**src/rtl/id_ex_stage.sv**
```systemverilog
// ID/EX pipeline register: captures decode controls/operands, resolves the destination,
// detects load-use hazards. Optional perf counters enabled by `define ID_EX_PERF_CNT_EN.
module id_ex_stage #(
    parameter int unsigned DW = 32,
    parameter int unsigned RW = 5,
    parameter int unsigned CW = 32
) (
    input  logic          clk,
    input  logic          rst,
    input  logic          id_valid,
    input  logic          id_reg_write,
    input  logic          id_mem_to_reg,
    input  logic          id_mem_read,
    input  logic          id_mem_write,
    input  logic          id_reg_dst,
    input  logic          id_alu_src,
    input  logic [3:0]    id_pc_src,
    input  logic [4:0]    id_alu_op,
    input  logic [RW-1:0] id_rs,
    input  logic [RW-1:0] id_rt,
    input  logic [RW-1:0] id_rd,
    input  logic [DW-1:0] id_rs_data,
    input  logic [DW-1:0] id_rt_data,
    input  logic [DW-1:0] id_imm,
    input  logic [4:0]    id_shamt,
    input  logic [DW-1:0] id_pc4,
    input  logic          ex_stall,
    input  logic          flush,
    output logic          id_ready,
    output logic          load_use_stall,
    output logic          ex_valid,
    output logic          ex_reg_write,
    output logic          ex_mem_to_reg,
    output logic          ex_mem_read,
    output logic          ex_mem_write,
    output logic          ex_alu_src,
    output logic [3:0]    ex_pc_src,
    output logic [4:0]    ex_alu_op,
    output logic [RW-1:0] ex_rs,
    output logic [RW-1:0] ex_rt,
    output logic [RW-1:0] ex_dst,
    output logic [DW-1:0] ex_rs_data,
    output logic [DW-1:0] ex_rt_data,
    output logic [DW-1:0] ex_imm,
    output logic [DW-1:0] ex_pc4,
    output logic [4:0]    ex_shamt,
    output logic [CW-1:0] bubble_cnt,
    output logic [CW-1:0] hold_cnt
);

    localparam logic [3:0]    PC_SRC_JAL = 4'b0111;
    localparam logic [RW-1:0] RA_IDX     = RW'(31);

    logic          uses_rt;
    logic [RW-1:0] dst_sel;
    logic          clear;

    // Destination: $31 for jal, otherwise rt (I-type) or rd (R-type)
    always_comb begin
        dst_sel = id_rd;
        if (id_pc_src == PC_SRC_JAL) begin
            dst_sel = RA_IDX;
        end else if (id_reg_dst) begin
            dst_sel = id_rt;
        end
    end

    assign uses_rt        = !(id_alu_src && !id_mem_write);
    assign load_use_stall = id_valid && ex_valid && ex_mem_read && (ex_dst != '0) &&
                            ((ex_dst == id_rs) || (uses_rt && (ex_dst == id_rt)));
    assign id_ready       = !ex_stall && !load_use_stall;

    // Bubble on reset/flush; otherwise hold wins over hazard and empty-slot bubbles
    assign clear = rst || flush || (!ex_stall && (load_use_stall || !id_valid));

    always_ff @(posedge clk) begin
        if (clear) begin
            ex_valid      <= 1'b0;
            ex_reg_write  <= 1'b0;
            ex_mem_to_reg <= 1'b0;
            ex_mem_read   <= 1'b0;
            ex_mem_write  <= 1'b0;
            ex_alu_src    <= 1'b0;
            ex_pc_src     <= '0;
            ex_alu_op     <= '0;
            ex_rs         <= '0;
            ex_rt         <= '0;
            ex_dst        <= '0;
            ex_rs_data    <= '0;
            ex_rt_data    <= '0;
            ex_imm        <= '0;
            ex_pc4        <= '0;
            ex_shamt      <= '0;
        end else if (!ex_stall) begin
            ex_valid      <= 1'b1;
            ex_reg_write  <= id_reg_write && (dst_sel != '0);
            ex_mem_to_reg <= id_mem_to_reg;
            ex_mem_read   <= id_mem_read;
            ex_mem_write  <= id_mem_write;
            ex_alu_src    <= id_alu_src;
            ex_pc_src     <= id_pc_src;
            ex_alu_op     <= id_alu_op;
            ex_rs         <= id_rs;
            ex_rt         <= id_rt;
            ex_dst        <= dst_sel;
            ex_rs_data    <= id_rs_data;
            ex_rt_data    <= id_rt_data;
            ex_imm        <= id_imm;
            ex_pc4        <= id_pc4;
            ex_shamt      <= id_shamt;
        end
    end

`ifdef ID_EX_PERF_CNT_EN
    logic          bubble_ev;
    logic          hold_ev;
    logic [CW-1:0] bubble_q;
    logic [CW-1:0] hold_q;

    assign bubble_ev = flush || (!ex_stall && load_use_stall);
    assign hold_ev   = ex_stall && !flush;

    // Saturating event counters
    always_ff @(posedge clk) begin
        if (rst) begin
            bubble_q <= '0;
            hold_q   <= '0;
        end else begin
            if (bubble_ev && (bubble_q != '1)) bubble_q <= bubble_q + CW'(1);
            if (hold_ev && (hold_q != '1))     hold_q   <= hold_q + CW'(1);
        end
    end

    assign bubble_cnt = bubble_q;
    assign hold_cnt   = hold_q;
`else
    assign bubble_cnt = '0;
    assign hold_cnt   = '0;
`endif

endmodule

```
**config.mk**
```make
export PLATFORM = sky130hd
export DESIGN_NAME = id_ex_stage
export DESIGN_NICKNAME = d
export VERILOG_FILES = /design/src/rtl/id_ex_stage.sv
export SDC_FILE = /design/constraint.sdc
export NUM_CORES = 1
export LEC_CHECK = 0
export CORE_AREA = 3 3 155 157
export CTS_BUF_LIST = sky130_fd_sc_hd__clkbuf_16
export DETAILED_ROUTE_END_ITERATION = 10
export DIE_AREA = 0 0 158 160
export GPL_TIMING_DRIVEN = 0
export HOLD_SLACK_MARGIN = 0.15
export SYNTH_ARGS = -nofsm -noshare
export SYNTH_HDL_FRONTEND = slang
export SYNTH_SLANG_ARGS = --single-unit
```
**constraint.sdc**
```tcl
create_clock -name clk -period 2 [get_ports clk]
set_clock_uncertainty 0.2 [all_clocks]
set_input_delay 0.4 -clock clk [delete_from_list [all_inputs] [get_ports clk]]
set_output_delay 0.4 -clock clk [all_outputs]
set_load 0.005 [all_outputs]
```
==> flow_metrics.py, run 1 <==
metrics = {
    "worst_setup_path": {
        "crit_arrival_ns": 1.84,
        "criticalPathCategory": "flip-flop to output pin",
        "cp.required_ns": 1.40,
        "r2r_slack_ns": -0.33,
        "worstReg2RegEnd": "ex_imm[4]",
        "start_kind": "flip-flop",
        "reg2reg_from": "ex_dst[3]",
        "crit_path_end_kind": "output pin",
        "worst_r2r_path_depth": 10,
        "path_max_fanout": 3,
    },
    "routing": {
        "vias": 5172,
        "drc": 0,
        "drt_iter0_markers": 155,
        "detail-route-antenna-nets": 0,
        "wire_per_inst_um": 18.0,
        "viasPerCell": 4.27,
        "wirelength_mm": 21.8,
        "dr.pass1.iters": 4,
    },
    "global_routing": {
        "grt_overflow": 0,
        "grt_max_degree": 17,
        "antenna_found_initial": 0,
        "grt_pass1_vias": 5252,
        "gr-usage-all-layers_pct": 16.3,
        "grt_pass1_wl_mm": 31.5,
    },
    "final_layout": {
        "fin_cells": 1210,
        "drive_gt1_share_pct": 18.3,
        "antenna_cells": 0,
        "syn2layout_area_growth_pct": 93.2,
        "fin_nets": 1080,
    },
    "outcome": {
        "status": "finished, violations left",
        "violations": "setup timing",
    },
    "logic_synthesis": {
        "synthCells": 469,
        "syn_avg_cell_area_sq_um": 12.1,
        "synth_top_area_share_pct": 57.3,
        "yosysSeqAreaShare_pct": 57.3,
        "synth_top_cell_by_area": "dfxtp_1",
        "synth_warnings": 0,
        "yosys_register_bits": 163,
        "synth.area.top_cells": "dfxtp_1, a22o_1, buf_4, buf_6, xor2_1",
        "syn-cell-area_sq_um": 5690,
        "synth_cell_type_count": 30,
    },
    "cts": {
        "clock_sinks": 163,
        "ctsHoldBuffers": 0,
        "clk_pin_slew_ns": 0.07,
        "cts_buffers": 17,
        "clk_latency_ns": 0.42,
        "clock-root-buffer": "clkbuf_16",
        "cts_buffer_depth": 2,
        "htreeDepth": 4,
        "cts_tree": "built",
    },
    "die": {
        "start_util_pct": 25.1,
        "coreArea_sq_um": 22600,
        "dieArea_sq_um": 25300,
        "rows": 55,
        "die_w_um": 158,
        "ioPinCount": 397,
        "die_h_um": 160,
    },
    "pwr": {
        "finalPower_mw": 7.51,
        "ir_worst_vdd_v": 0.000508,
        "powerDensity_nw_per_um2": 683,
        "power.leakage_nw": 4.57,
    },
    "sta": {
        "slew_headroom_pct": 65.3,
        "tightest_slew_ns": 0.520,
        "rsz0062_at_grt": "true",
        "finalSetupTns_ns": -36.21,
        "fin_crit_sh_pct": 122,
        "holdWs_ns": 0.234,
        "drv_slew": 0,
        "setup_viol": 159,
        "setup_slack_ns": -0.443,
        "fin_crit_ns": 2.44,
        "timing.fmax_ghz": 0.409,
        "hold_violations": 0,
    },
    "worst_hold_path": {
        "hold_depth": 2,
        "hold_path.class": "primary input to flip-flop",
        "min_to": "ex_rt[3]",
        "worstHoldStart": "id_rt[3]",
    },
    "place": {
        "place_hpwl_mm": 15.7,
        "dpl_worst_slack_ns": -1.28,
        "placedCellCount": 1148,
        "place_congestion": 0.755,
        "io_buffers": 331,
    },
    "flow_run": {
        "max-cap-violations": 0,
    },
}
[per-stage QoR]
step	util, %	instance area (sq um)
after floorplan	-	5930
after global placement	42.4	9600
after detailed placement	42.4	9600
after CTS	48.5	11000
after global routing	48.6	11000
final	48.6	11000
[cells in the mapped netlist]
| library cell | count |
|---|---|
| dfxtp_1 | 163 |
| a22o_1 | 161 |
| buf_4 | 65 |
| clkbuf_1 | 19 |
| xor2_1 | 10 |
| buf_6 | 9 |
| buf_2 | 8 |
| nor2b_1 | 5 |
| a211o_1 | 4 |
| nor2_1 | 3 |
| nor4_1 | 3 |
| a21boi_0 | 1 |
| a21o_1 | 1 |
| a21oi_1 | 1 |
| a22oi_1 | 1 |
| a32o_1 | 1 |
| and2_1 | 1 |
| and4b_1 | 1 |
| conb_1 | 1 |
| inv_1 | 1 |
| nand2_1 | 1 |
| nand2b_1 | 1 |
| nor3_1 | 1 |
| nor3b_1 | 1 |
| o211a_1 | 1 |
| o211ai_2 | 1 |
| o21ai_0 | 1 |
| o21bai_1 | 1 |
| or2_2 | 1 |
| or4_1 | 1 |
[worst max path at each step]
stage,start,end,slack [ns]
after floorplan,id_rt[2],ex_imm[10],-0.01
after global placement,rst,ex_rt_data[15],-1.26
after detailed placement,flush,ex_rt_data[16],-1.28
after CTS,ex_dst[3],id_ready,-0.48
after global routing,ex_dst[3],id_ready,-0.54
final,ex_dst[3],id_ready,-0.44
[routing by layer]
| metal | part of all wire [%] | track usage (%) | vias up |
|---|---|---|---|
| met3 | 11 | 6.40 | 11 |
| li1 | - | - | 2522 |
| met4 | 0.76 | 3.52 | 0 |
| met5 | 0 | 0 | - |
| met1 | 39 | 18.6 | 2389 |
| met2 | 49 | 28.5 | 250 |
[worst max-delay path, stage by stage (launching register included)]
cell and delay, ns:
dfxtp_4 0.35, or4_4 0.55, o211ai_4 0.21, nor3b_2 0.08, nor2_1 0.10, buf_2 0.13
[power breakdown]
group / total [mW] / internal [mW] / switching [mW]
logic: 0.918 / 0.624 / 0.294
registers: 3.35 / 3.31 / 0.0381
clock network: 3.24 / 1.76 / 1.49
[logic make-up after synthesis]
kind of cell | after synthesis | share of synthesized area (%)
XOR/XNOR | 10 | 1.54
AO/OA/AOI/OAI | 174 | 26.7
buffers and inverters | 102 | 12.4
other | 1 | 0.0659
flip-flops | 163 | 57.3
AND/OR/NAND/NOR | 19 | 2.00
[repair_timing]
action,in CTS,in global routing
endpoints found under the setup margin,169,164
cloned,16,2
gates resized for setup,103,18
pin swaps,8,3
hold endpoints to repair,0,0
setup buffers,15,3
[final cells by class]
type,count,area (sq um)
Buffer,99,833
Sequential cell,163,3280
Timing Repair Buffer,363,3950
Inverter,1,3.75
Fill cell,2112,11600
Clock inverter,15,148
Tap cell,285,357
Clock buffer,17,425
Multi-Input combinational cell,267,1990
[cells in the final DEF (no fill, tap or decap), types with 2 or more instances in the layout]
master,netlist,layout
clkinv_1,0,2
clkbuf_2,0,10
clkdlybuf4s50_1,0,321
buf_8,0,16
clkbuf_1,19,8
nor2b_1,5,5
buf_2,8,2
clkinv_4,0,3
clkinvlp_4,0,2
a211o_1,4,4
buf_6,9,4
clkbuf_16,0,19
nor4_1,3,2
dfxtp_1,163,157
buf_4,65,69
inv_6,0,4
buf_12,0,6
dlygate4sd2_1,0,8
a22o_1,161,161
nor2_1,3,3
dfxtp_4,0,4
inv_8,0,3
buf_16,0,16
xor2_1,10,10
dfxtp_2,0,2
conb_1,1,64
Note: power is estimated with default switching activity, not from simulation.
==> run 2, diff against run 1 <==
- ABC_AREA: unset -> 1
- CORE_AREA: 3 3 155 157 -> 3 3 151 153
- DIE_AREA: 0 0 158 160 -> 0 0 154 156
- PLACE_DENSITY: unset -> 0.7
==> flow_metrics.py, run 2 <==
metrics = {
    "logic_synthesis": {
        "async_flop_share_pct": 0,
        "synthFlopType": "dfxtp_1",
        "synth_cell_type_count": 23,
        "synth_most_common_cell": "nor2_1",
        "syn-cell-area_sq_um": 6530,
        "synth_warnings": 0,
        "synth.area.top_cells": "dfxtp_1, mux2i_1, nor2_1, buf_4, nand2_1",
        "synth_top_cell_by_area": "dfxtp_1",
        "yosys_register_bits": 163,
        "synthCells": 688,
        "synth_top_area_share_pct": 50.0,
        "yosysSeqAreaShare_pct": 50.0,
        "ys_top_cells_by_count": "nor2_1, dfxtp_1, mux2i_1",
        "synth-edff-count": 0,
        "syn_avg_cell_area_sq_um": 9.48,
    },
    "cts": {
        "cts_tree": "built",
        "clk_latency_ns": 0.41,
        "cts_buffer_depth": 2,
        "clock_sinks": 163,
        "clk_pin_slew_ns": 0.07,
        "ctsHoldBuffers": 0,
        "cts_buffers": 17,
        "htreeDepth": 4,
        "clock-root-buffer": "clkbuf_16",
    },
    "pwr": {
        "switching_power_mw": 2.04,
        "powerDensity_nw_per_um2": 701,
        "pwr-share-seq_pct": 42.7,
        "finalPower_mw": 7.93,
        "swShare_pct": 25.8,
        "internal_power_mw": 5.88,
        "combPwrFrac_pct": 15.0,
        "ir_worst_vdd_v": 0.000515,
        "power.leakage_nw": 5.10,
        "p_clk_share_pct": 42.3,
    },
    "worst_setup_path": {
        "criticalPathCategory": "flip-flop to output pin",
        "cp.required_ns": 1.40,
        "crit_top_cell": "nand2_1",
        "cpMaxStageDelayCell": "dfxtp_4",
        "path_max_fanout": 4,
        "r2r_slack_ns": 0.10,
        "cp_cell_sequence": "inv_2, nand2_1, nand2_1, nor2_2, nand3_1, nand2_1, nand2_2, inv_4, nor2_4, buf_6",
        "crit_path_end_kind": "output pin",
        "start_kind": "flip-flop",
        "max_stage_delay_ns": 0.38,
        "crit_buf_inv": 3,
        "critPathTopFamily": "simple AND/OR/NAND/NOR gates",
        "crit_arrival_ns": 1.55,
    },
    "sta": {
        "fin_crit_sh_pct": 108,
        "rsz0062_at_grt": "true",
        "fin_crit_ns": 2.15,
        "setup_viol": 2,
        "tightest_slew_ns": 0.804,
        "holdWs_ns": 0.204,
        "setup_slack_ns": -0.150,
        "timing.fmax_ghz": 0.465,
        "slew_headroom_pct": 46.4,
        "hold_violations": 0,
        "drv_slew": 0,
    },
    "final_layout": {
        "antenna_cells": 0,
        "seqCellArea_sq_um": 3280,
        "drive_gt1_share_pct": 13.7,
        "fin_nets": 1279,
        "syn2layout_area_growth_pct": 73.3,
        "final_common_cell": "clkdlybuf4s50_1",
        "multi_input_area_sq_um": 2760,
        "mostFrequentLayoutCells": "clkdlybuf4s50_1, nor2_1, dfxtp_1",
        "nFillCells": 2030,
    },
    "place": {
        "place_congestion": 0.795,
        "place_hpwl_mm": 17.3,
        "io_buffers": 331,
        "dpl_worst_slack_ns": -0.902,
    },
    "outcome": {
        "status": "finished, violations left",
        "violations": "setup timing",
    },
    "die": {
        "die_h_um": 156,
        "ioPinCount": 397,
        "die_w_um": 154,
        "rows": 54,
        "coreArea_sq_um": 21700,
        "start_util_pct": 30.1,
        "dieArea_sq_um": 24000,
    },
    "flow_run": {
        "max-cap-violations": 0,
    },
    "routing": {
        "detail-route-antenna-nets": 0,
        "viasPerCell": 4.15,
        "dr.pass1.iters": 4,
        "drt_iter0_markers": 163,
        "drc": 0,
        "vias": 5826,
        "wirelength_mm": 22.1,
        "wire_per_inst_um": 15.8,
    },
    "global_routing": {
        "grt_pass1_wl_mm": 32.2,
        "antenna_found_initial": 0,
        "grt_pass1_vias": 5692,
        "grt_overflow": 0,
        "gr-usage-all-layers_pct": 17.1,
        "grt_max_degree": 20,
    },
    "worst_hold_path": {
        "hold_path.class": "primary input to flip-flop",
    },
}
==> run 2: path summary, 6_finish.rpt <==
check	endpoint	from	depth (start not counted)
min	ex_alu_src	id_alu_src	3
max reg2reg	ex_imm[22]	ex_dst[4]	11
min reg2reg	ex_rt_data[6]	ex_rt_data[6]	2
max	id_ready	ex_dst[1]	10
==> run 2: repair_timing <==
action / in CTS / in global routing
setup buffers: 3 / 1
gates resized for setup: 42 / 33
gates cloned: 0 / 7
setup endpoints to repair: 172 / 164
pin swaps: 7 / 9
==> run 2: logic make-up after synthesis <==
family | synth area share, %
AND/OR/NAND/NOR | 13.7
flip-flops | 50.0
multiplexers | 22.4
buffers and inverters | 11.9
AO/OA/AOI/OAI | 1.76
XOR/XNOR | 0.134
other | 0.0575
==> run 2: power groups by stage <==
stage	clock network (mW)	logic [mW]	registers [mW]
finish	3.35	1.19	3.38
global route	3.57	1.29	3.39
CTS	3.44	1.14	3.38
detailed placement	0	1.14	3.46
global placement	0	1.13	3.46
floorplan	0	0.507	3.47
==> run 2: per-stage QoR <==
step                      instances  utilization, %  cell area, sq um  TNS [ns]
after CTS                      1396            50.9             11000    -0.327
after global routing           1404            52.1             11300     -1.79
after global placement         1362            48.1             10400    -93.49
after floorplan                 751               -              6760         0
final                          1404            52.1             11300    -0.268
after detailed placement       1362            48.1             10400    -96.42
==> run 2: cell type report <==
type	instances	area share, %
multi-input cells	468	24.4
repair buffers	341	30.7
clock inverters	15	1.65
well taps	280	3.10
flip-flops and latches	163	29.0
inverters	21	0.719
clock buffers	17	3.76
plain buffers	99	6.63
==> run 2: per-layer routing <==
layer | up-vias | global-route usage [%] | routed length (um)
met5 | - | 0 | 0
met4 | 0 | 4.12 | 312
met3 | 20 | 5.69 | 1660
met2 | 218 | 30.2 | 11300
met1 | 2647 | 20.0 | 8840
li1 | 2941 | - | -
==> run 2: worst reg2reg max path, delay by kind of cell, from the launching register on <==
kind / cells / cell delay [ns]
DFF: 1 / 0.37
and+or+nand+nor: 8 / 0.83
buffers and inverters: 3 / 0.44
